===== src/rtl/rl_sched_pkg.sv =====
// Shared definitions for the LJ cell scheduler and the motion-update block:
// scheduler state encoding and default simulation-box dimensions.
package rl_sched_pkg;

    typedef enum logic [2:0] {
        ST_IDLE       = 3'd0,
        ST_EVAL_ISSUE = 3'd1,
        ST_EVAL_WAIT  = 3'd2,
        ST_NEXT_CELL  = 3'd3,
        ST_MU_ISSUE   = 3'd4,
        ST_MU_WAIT    = 3'd5,
        ST_STEP_END   = 3'd6
    } sched_state_e;

    localparam int DEF_CELL_ID_WIDTH   = 4;
    localparam int DEF_X_CELLS         = 9;
    localparam int DEF_Y_CELLS         = 9;
    localparam int DEF_Z_CELLS         = 7;
    localparam int DEF_TSTEP_WIDTH     = 16;
    localparam int DEF_WATCHDOG_CYCLES = 65535;
    localparam int DEF_WD_WIDTH        = 16;

endpackage


===== src/rtl/rl_lj_cell_scheduler_if.sv =====
// Control bus between the cell scheduler (master), its host, the LJ engine
// and the motion-update unit (slave side).
interface rl_lj_cell_scheduler_if
    import rl_sched_pkg::*;
#(
    parameter int CELL_ID_WIDTH = DEF_CELL_ID_WIDTH,
    parameter int TSTEP_WIDTH   = DEF_TSTEP_WIDTH
);
    // start is a level sampled only while idle; eval_start and mu_start are
    // one-cycle requests; eval_done is a level that holds until the next
    // eval_start; mu_done is a one-cycle completion pulse.
    logic                     start;
    logic [TSTEP_WIDTH-1:0]   cfg_num_timesteps;
    logic                     eval_start;
    logic [CELL_ID_WIDTH-1:0] home_cell_x;
    logic [CELL_ID_WIDTH-1:0] home_cell_y;
    logic [CELL_ID_WIDTH-1:0] home_cell_z;
    logic                     eval_done;
    logic                     mu_start;
    logic                     mu_done;
    logic [TSTEP_WIDTH-1:0]   cur_timestep;
    logic                     busy;
    logic                     run_done;
    logic                     error;
    sched_state_e             dbg_state;

    modport master (
        input  start, cfg_num_timesteps, eval_done, mu_done,
        output eval_start, home_cell_x, home_cell_y, home_cell_z, mu_start,
               cur_timestep, busy, run_done, error, dbg_state
    );

    modport slave (
        output start, cfg_num_timesteps, eval_done, mu_done,
        input  eval_start, home_cell_x, home_cell_y, home_cell_z, mu_start,
               cur_timestep, busy, run_done, error, dbg_state
    );

endinterface


===== src/rtl/rl_cell_counter.sv =====
// 3-D wrapping cell counter, Z fastest then Y then X; o_last flags the final
// cell of the box so the caller can act before the wrap to (0,0,0).
module rl_cell_counter
    import rl_sched_pkg::*;
#(
    parameter int W  = DEF_CELL_ID_WIDTH,
    parameter int XN = DEF_X_CELLS,
    parameter int YN = DEF_Y_CELLS,
    parameter int ZN = DEF_Z_CELLS
) (
    input  logic         clk,
    input  logic         rst_n,
    input  logic         i_clr,
    input  logic         i_inc,
    output logic [W-1:0] o_x,
    output logic [W-1:0] o_y,
    output logic [W-1:0] o_z,
    output logic         o_last
);

    logic [W-1:0] r_x, r_y, r_z;
    logic         w_x_last, w_y_last, w_z_last;

    assign w_x_last = (r_x == W'(XN - 1));
    assign w_y_last = (r_y == W'(YN - 1));
    assign w_z_last = (r_z == W'(ZN - 1));

    always_ff @(posedge clk or negedge rst_n) begin
        if (!rst_n) begin
            r_x <= '0;
            r_y <= '0;
            r_z <= '0;
        end else if (i_clr) begin
            r_x <= '0;
            r_y <= '0;
            r_z <= '0;
        end else if (i_inc) begin
            if (w_z_last) begin
                r_z <= '0;
                if (w_y_last) begin
                    r_y <= '0;
                    r_x <= w_x_last ? '0 : r_x + 1'b1;
                end else begin
                    r_y <= r_y + 1'b1;
                end
            end else begin
                r_z <= r_z + 1'b1;
            end
        end
    end

    assign o_x    = r_x;
    assign o_y    = r_y;
    assign o_z    = r_z;
    assign o_last = w_x_last & w_y_last & w_z_last;

endmodule


===== src/rtl/rl_lj_cell_scheduler.sv =====
// Top-level sequencer: issues one engine start per home cell, then a motion
// update, for a programmed number of timesteps, with a per-wait watchdog.
module rl_lj_cell_scheduler
    import rl_sched_pkg::*;
#(
    parameter int CELL_ID_WIDTH   = DEF_CELL_ID_WIDTH,
    parameter int X_CELLS         = DEF_X_CELLS,
    parameter int Y_CELLS         = DEF_Y_CELLS,
    parameter int Z_CELLS         = DEF_Z_CELLS,
    parameter int TSTEP_WIDTH     = DEF_TSTEP_WIDTH,
    parameter int WATCHDOG_CYCLES = DEF_WATCHDOG_CYCLES,
    parameter int WD_WIDTH        = DEF_WD_WIDTH
) (
    input logic                    clk,
    input logic                    rst,
    rl_lj_cell_scheduler_if.master bus
);

    localparam logic [WD_WIDTH-1:0] WD_LAST = WD_WIDTH'(WATCHDOG_CYCLES - 1);

    sched_state_e             r_state, w_state_nxt;
    logic                     r_eval_done_q;
    logic [TSTEP_WIDTH-1:0]   r_cfg, r_ts;
    logic [WD_WIDTH-1:0]      r_wd;
    logic                     r_eval_start, r_mu_start, r_busy, r_run_done, r_error;
    logic                     w_done_rise, w_wd_expire;
    logic                     w_cfg_load, w_cnt_clr, w_cnt_inc;
    logic                     w_ts_clr, w_ts_inc, w_wd_clr, w_wd_inc;
    logic                     w_err_set, w_err_clr, w_run_done_nxt;
    logic [CELL_ID_WIDTH-1:0] w_cell_x, w_cell_y, w_cell_z;
    logic                     w_cell_last;

    // A done level that is already high on entry to EVAL_WAIT is stale; only a fresh rise counts.
    assign w_done_rise = bus.eval_done & ~r_eval_done_q;
    assign w_wd_expire = (r_wd == WD_LAST);

    rl_cell_counter #(
        .W  (CELL_ID_WIDTH),
        .XN (X_CELLS),
        .YN (Y_CELLS),
        .ZN (Z_CELLS)
    ) u_cell_counter (
        .clk    (clk),
        .rst_n  (rst),
        .i_clr  (w_cnt_clr),
        .i_inc  (w_cnt_inc),
        .o_x    (w_cell_x),
        .o_y    (w_cell_y),
        .o_z    (w_cell_z),
        .o_last (w_cell_last)
    );

    always_ff @(posedge clk or negedge rst) begin
        if (!rst) r_state <= ST_IDLE;
        else      r_state <= w_state_nxt;
    end

    always_comb begin
        w_state_nxt    = r_state;
        w_cfg_load     = 1'b0;
        w_cnt_clr      = 1'b0;
        w_cnt_inc      = 1'b0;
        w_ts_clr       = 1'b0;
        w_ts_inc       = 1'b0;
        w_wd_clr       = 1'b0;
        w_wd_inc       = 1'b0;
        w_err_set      = 1'b0;
        w_err_clr      = 1'b0;
        w_run_done_nxt = 1'b0;
        case (r_state)
            ST_IDLE: begin
                if (bus.start) begin
                    w_cfg_load  = 1'b1;
                    w_cnt_clr   = 1'b1;
                    w_ts_clr    = 1'b1;
                    w_wd_clr    = 1'b1;
                    w_err_clr   = 1'b1;
                    w_state_nxt = (bus.cfg_num_timesteps == '0) ? ST_STEP_END : ST_EVAL_ISSUE;
                end
            end
            ST_EVAL_ISSUE: begin
                w_wd_clr    = 1'b1;
                w_state_nxt = ST_EVAL_WAIT;
            end
            ST_EVAL_WAIT: begin
                if (w_done_rise) begin
                    w_state_nxt = ST_NEXT_CELL;
                end else if (w_wd_expire) begin
                    w_err_set   = 1'b1;
                    w_state_nxt = ST_IDLE;
                end else begin
                    w_wd_inc = 1'b1;
                end
            end
            ST_NEXT_CELL: begin
                w_cnt_inc   = 1'b1;
                w_state_nxt = w_cell_last ? ST_MU_ISSUE : ST_EVAL_ISSUE;
            end
            ST_MU_ISSUE: begin
                w_wd_clr    = 1'b1;
                w_state_nxt = ST_MU_WAIT;
            end
            ST_MU_WAIT: begin
                if (bus.mu_done) begin
                    w_ts_inc    = 1'b1;
                    w_state_nxt = ST_STEP_END;
                end else if (w_wd_expire) begin
                    w_err_set   = 1'b1;
                    w_state_nxt = ST_IDLE;
                end else begin
                    w_wd_inc = 1'b1;
                end
            end
            ST_STEP_END: begin
                if (r_ts == r_cfg) begin
                    w_run_done_nxt = 1'b1;
                    w_state_nxt    = ST_IDLE;
                end else begin
                    w_state_nxt = ST_EVAL_ISSUE;
                end
            end
            default: w_state_nxt = ST_IDLE;
        endcase
    end

    // Outputs are registered from the next state; busy stays up through the run_done cycle.
    always_ff @(posedge clk or negedge rst) begin
        if (!rst) begin
            r_eval_done_q <= 1'b0;
            r_cfg         <= '0;
            r_ts          <= '0;
            r_wd          <= '0;
            r_error       <= 1'b0;
            r_eval_start  <= 1'b0;
            r_mu_start    <= 1'b0;
            r_busy        <= 1'b0;
            r_run_done    <= 1'b0;
        end else begin
            r_eval_done_q <= bus.eval_done;
            if (w_cfg_load) r_cfg <= bus.cfg_num_timesteps;
            if (w_ts_clr)      r_ts <= '0;
            else if (w_ts_inc) r_ts <= r_ts + 1'b1;
            if (w_wd_clr)      r_wd <= '0;
            else if (w_wd_inc) r_wd <= r_wd + 1'b1;
            if (w_err_clr)      r_error <= 1'b0;
            else if (w_err_set) r_error <= 1'b1;
            r_eval_start <= (w_state_nxt == ST_EVAL_ISSUE);
            r_mu_start   <= (w_state_nxt == ST_MU_ISSUE);
            r_busy       <= (w_state_nxt != ST_IDLE) | w_run_done_nxt;
            r_run_done   <= w_run_done_nxt;
        end
    end

    assign bus.eval_start   = r_eval_start;
    assign bus.mu_start     = r_mu_start;
    assign bus.home_cell_x  = w_cell_x;
    assign bus.home_cell_y  = w_cell_y;
    assign bus.home_cell_z  = w_cell_z;
    assign bus.cur_timestep = r_ts;
    assign bus.busy         = r_busy;
    assign bus.run_done     = r_run_done;
    assign bus.error        = r_error;
    assign bus.dbg_state    = r_state;

endmodule


===== src/flat_wrapper.sv =====
// flat-port wrapper written by rule: the top's interface ports become plain ports
module rl_lj_cell_scheduler_flat import rl_sched_pkg::*;
#(
    parameter int CELL_ID_WIDTH   = DEF_CELL_ID_WIDTH,
    parameter int X_CELLS         = DEF_X_CELLS,
    parameter int Y_CELLS         = DEF_Y_CELLS,
    parameter int Z_CELLS         = DEF_Z_CELLS,
    parameter int TSTEP_WIDTH     = DEF_TSTEP_WIDTH,
    parameter int WATCHDOG_CYCLES = DEF_WATCHDOG_CYCLES,
    parameter int WD_WIDTH        = DEF_WD_WIDTH
)
  (clk, rst, bus_start, bus_cfg_num_timesteps, bus_eval_done, bus_mu_done, bus_eval_start, bus_home_cell_x, bus_home_cell_y, bus_home_cell_z, bus_mu_start, bus_cur_timestep, bus_busy, bus_run_done, bus_error, bus_dbg_state);
  rl_lj_cell_scheduler_if #(.CELL_ID_WIDTH(CELL_ID_WIDTH), .TSTEP_WIDTH(TSTEP_WIDTH)) bus_i ();
  input logic clk;
  input logic rst;
  input wire logic [$bits(bus_i.start)-1:0] bus_start;
  input wire logic [$bits(bus_i.cfg_num_timesteps)-1:0] bus_cfg_num_timesteps;
  input wire logic [$bits(bus_i.eval_done)-1:0] bus_eval_done;
  input wire logic [$bits(bus_i.mu_done)-1:0] bus_mu_done;
  output wire logic [$bits(bus_i.eval_start)-1:0] bus_eval_start;
  output wire logic [$bits(bus_i.home_cell_x)-1:0] bus_home_cell_x;
  output wire logic [$bits(bus_i.home_cell_y)-1:0] bus_home_cell_y;
  output wire logic [$bits(bus_i.home_cell_z)-1:0] bus_home_cell_z;
  output wire logic [$bits(bus_i.mu_start)-1:0] bus_mu_start;
  output wire logic [$bits(bus_i.cur_timestep)-1:0] bus_cur_timestep;
  output wire logic [$bits(bus_i.busy)-1:0] bus_busy;
  output wire logic [$bits(bus_i.run_done)-1:0] bus_run_done;
  output wire logic [$bits(bus_i.error)-1:0] bus_error;
  output wire logic [$bits(bus_i.dbg_state)-1:0] bus_dbg_state;
  assign bus_i.start = bus_start;
  assign bus_i.cfg_num_timesteps = bus_cfg_num_timesteps;
  assign bus_i.eval_done = bus_eval_done;
  assign bus_i.mu_done = bus_mu_done;
  assign bus_eval_start = bus_i.eval_start;
  assign bus_home_cell_x = bus_i.home_cell_x;
  assign bus_home_cell_y = bus_i.home_cell_y;
  assign bus_home_cell_z = bus_i.home_cell_z;
  assign bus_mu_start = bus_i.mu_start;
  assign bus_cur_timestep = bus_i.cur_timestep;
  assign bus_busy = bus_i.busy;
  assign bus_run_done = bus_i.run_done;
  assign bus_error = bus_i.error;
  assign bus_dbg_state = bus_i.dbg_state;
  rl_lj_cell_scheduler #(.CELL_ID_WIDTH(CELL_ID_WIDTH), .X_CELLS(X_CELLS), .Y_CELLS(Y_CELLS), .Z_CELLS(Z_CELLS), .TSTEP_WIDTH(TSTEP_WIDTH), .WATCHDOG_CYCLES(WATCHDOG_CYCLES), .WD_WIDTH(WD_WIDTH)) u_core (.clk(clk), .rst(rst), .bus(bus_i));
endmodule

===== config.mk =====
export PLATFORM = sky130hd
export DESIGN_NAME = rl_lj_cell_scheduler_flat
export DESIGN_NICKNAME = d
export VERILOG_FILES = /design/src/rtl/rl_sched_pkg.sv /design/src/rtl/rl_lj_cell_scheduler_if.sv /design/src/rtl/rl_cell_counter.sv /design/src/rtl/rl_lj_cell_scheduler.sv /design/src/flat_wrapper.sv
export SDC_FILE = /design/constraint.sdc
export NUM_CORES = 1
export LEC_CHECK = 0
export CAP_MARGIN = 20
export CORE_MARGIN = 4
export CORE_UTILIZATION = 50
export CTS_BUF_LIST = sky130_fd_sc_hd__clkbuf_4
export DETAILED_ROUTE_END_ITERATION = 8
export PLACE_DENSITY = 0.75
export SLEW_MARGIN = 40
export SYNTH_ARGS = -nofsm -noshare
export SYNTH_HDL_FRONTEND = slang
export SYNTH_HIERARCHICAL = 1
export SYNTH_SLANG_ARGS = --single-unit

===== constraint.sdc =====
create_clock -name clk -period 3.6 [get_ports clk]
set_input_delay 0.36 -clock clk [delete_from_list [all_inputs] [get_ports clk]]
set_output_delay 0.36 -clock clk [all_outputs]
set_load 0.05 [all_outputs]

==> impl_metrics.tcl <==
set metrics [dict create \
    syn-cell-area_um2 3730 \
    gr-total-overflow 0 \
    worstSetupPathType "reg -> out" \
    synth.largest_area_cell "dfrtp_1" \
    slew_violations 0 \
    skew_ns 0.0201 \
    clk_pin_slew_ns 0.10 \
    combPwrFrac_pct 31.4 \
    crit_fanout 17 \
    grt_max_degree 37 \
    die_area_um2 8920 \
    switchingPower_mw 0.852 \
    drt-total-wl_mm 8.20 \
    yosysUniqueCellTypes 56 \
    power.share.clock_pct 23.8 \
    cts-root-buf "clkbuf_4" \
    dp_cells 511 \
    syn_inst 368 \
    power.density_nw_per_um2 525 \
    clk_latency_ns 0.42 \
    multi_input_area_um2 1880 \
    dr.pass1.iters 4 \
    crit_buf_inv 1 \
    tightest_slew_ns 0.710 \
    dp_hpwl_mm 5.98 \
    leakage_nw 1.91 \
    synth_top_area_share_pct 46.2 \
    finalSetupViolCount 0 \
    drt_iter0_drc 140 \
    min_period_ns 2.38 \
    post_cts_buffers 0 \
    ys_top_cells_by_area "dfrtp_1 46%, xor2_1 7.0%, mux2_2 4.8%, nor2_1 3.6%, ha_1 3.0%" \
    cts_sinks 69 \
    drc_errors 0 \
    num_io_pins 57 \
    io_buffers 56 \
    cts_buffers 9 \
    fin_hold_ws_ns 0.438 \
    path_cells "clkdlybuf4s50_1" \
    total_power_mw 2.37 \
    max_stage_delay_ns 0.91 \
    die-width_um 94.4 \
    utilization_pct 62.3 \
    pwr-share-seq_pct 44.7 \
    fmax_mhz 420 \
    fp.dieH_um 94.4 \
    nFillCells 600 \
    cts_tree "built" \
    seqCellArea_um2 1730 \
    pre_cts_ws_ns 1.16 \
    ant_nets 0 \
    area_delta_synth_final_pct 21.1 \
    vdd_drop_max_uv 293 \
    place_area_um2 4350 \
    mostFrequentLayoutCell "dfrtp_1" \
    synth-seq-cells 69 \
    yosys_warnings 6 \
    hold_path_class "in -> reg" \
    cts_resized 0 \
    endpoint_kind "output pin" \
    core-area_um2 7250 \
    maxCapViolCount 0 \
    antenna_found_initial 0 \
    h-tree-depth 3 \
    worst_setup_path_start_kind "register" \
    grt_pass1_wl_mm 13.4 \
    num_vias 2965 \
    routedWlPerCell_um 15.5 \
    rsz0062_at_grt "false" \
    nNetsFinal 454 \
    first_global_vias 2800 \
    stdcell_count 528 \
    setup_ws_ns 1.22 \
    synth_edf_count 0 \
    synth-main-ff-cell "dfrtp_1" \
    critPathSlowestCell "clkdlybuf4s50_1" \
    n_antenna_cell 0 \
    finalSetupTns_ns 0 \
    synth-seq-area-share_pct 46.2 \
    period_share_pct 66.1 \
    cpLargestDelayFamily "buffers and inverters" \
    sw_frac_of_total_pct 35.9 \
    finalInstanceArea_um2 4520 \
    required_ns 3.24 \
    arrival_ns 2.02 \
    rows 31 \
    gp_congestion 0.819 \
    clk_path_buf_depth 2 \
    ys_async_sr_fraction_pct 100 \
    outcome "finished, final reports clean" \
    initial_core_util_pct 51.5 \
    finalHoldViolCount 0 \
    grt_usage_pct 19.2 \
    drive_above_1_share_pct 11.0 \
    syn_area_per_cell_um2 10.1 \
    viasPerCell 5.62 \
    final_cell_mix "69 x dfrtp_1, 55 x clkdlybuf4s50_1, 36 x nor2_1" \
    synth_nets 398 \
    slew_headroom_pct 52.6 \
    p_int_mw 1.52 \
    holdBufCountCts 1 \
]
## kinds of logic (layout without fill, tap and decap cells)
family	Yosys count	in the layout	share of synthesized area [%]
AO/OA/AOI/OAI	60	60	10.5
XOR/XNOR	39	39	9.15
adder cells (fa/ha/maj)	9	9	3.02
buffers and inverters	25	86	3.35
flip-flops	69	69	46.2
multiplexers	20	20	5.90
AND/OR/NAND/NOR	146	146	21.9
## flip-flops by register name (all words and copies together) (netlist names)
register / flops
u_core/bus.busy: 1
u_core/bus.cur_timestep: 16
u_core/bus.dbg_state: 3
u_core/bus.error: 1
u_core/bus.eval_start: 1
u_core/bus.mu_start: 1
u_core/bus.run_done: 1
u_core/r_cfg: 16
u_core/r_eval_done_q: 1
u_core/r_wd: 16
u_core/u_cell_counter/o_x: 4
u_core/u_cell_counter/o_y: 4
u_core/u_cell_counter/o_z: 4
## power groups by stage
stage / clock network, mW / logic, mW / registers [mW]
2_1_floorplan: 0 / 0.483 / 1.13
3_3_place_gp: 0 / 0.724 / 1.07
3_5_place_dp: 0 / 0.738 / 1.08
4_1_cts: 0.580 / 0.748 / 1.06
5_1_grt: 0.618 / 0.809 / 1.09
6_report: 0.566 / 0.746 / 1.06
## routing by layer
layer,share of wire (%),global-route usage [%]
met2,48,31.0
met1,46,25.5
met5,0,0
met3,4.8,2.95
met4,1.9,8.78
## worst paths after layout
kind                                         startpoint                           end  slack [ns]  depth (start not counted)
min in group asynchronous                           rst  u_core/u_cell_counter/o_y[1]        0.51                          2
min reg2reg                             u_core/r_cfg[2]               u_core/r_cfg[2]        0.54                          1
min                                       bus_eval_done          u_core/r_eval_done_q        0.44                          1
max reg2reg                u_core/u_cell_counter/o_z[0]               u_core/bus.busy        1.26                          9
max in group asynchronous                           rst               u_core/r_cfg[9]        2.33                          3
max                             u_core/bus.dbg_state[1]              bus_dbg_state[1]        1.22                          1
## cell type report
type	count	share of cell area, %
clock inverter	6	1.94
multi-input combinational	274	41.6
sequential	69	38.2
timing repair buffer	60	13.0
tap	99	2.74
clock buffer	10	1.66
inverter	10	0.830
## synthesized netlist by cell type, types with 4 or more instances
cell,instances
nor2_1,36
dfrtp_1,69
nand3_1,16
nand4_1,11
mux2i_1,4
inv_1,10
o21ai_0,16
nor4_1,6
nand3b_1,4
and3_1,5
and2_1,5
xnor2_1,9
nand2_1,27
or3_1,8
xor2_1,30
ha_1,9
clkbuf_1,6
a31oi_1,5
nor3_1,4
a21oi_1,20
mux2_2,16
and4_1,4
Power figures use the tool's default switching activity.
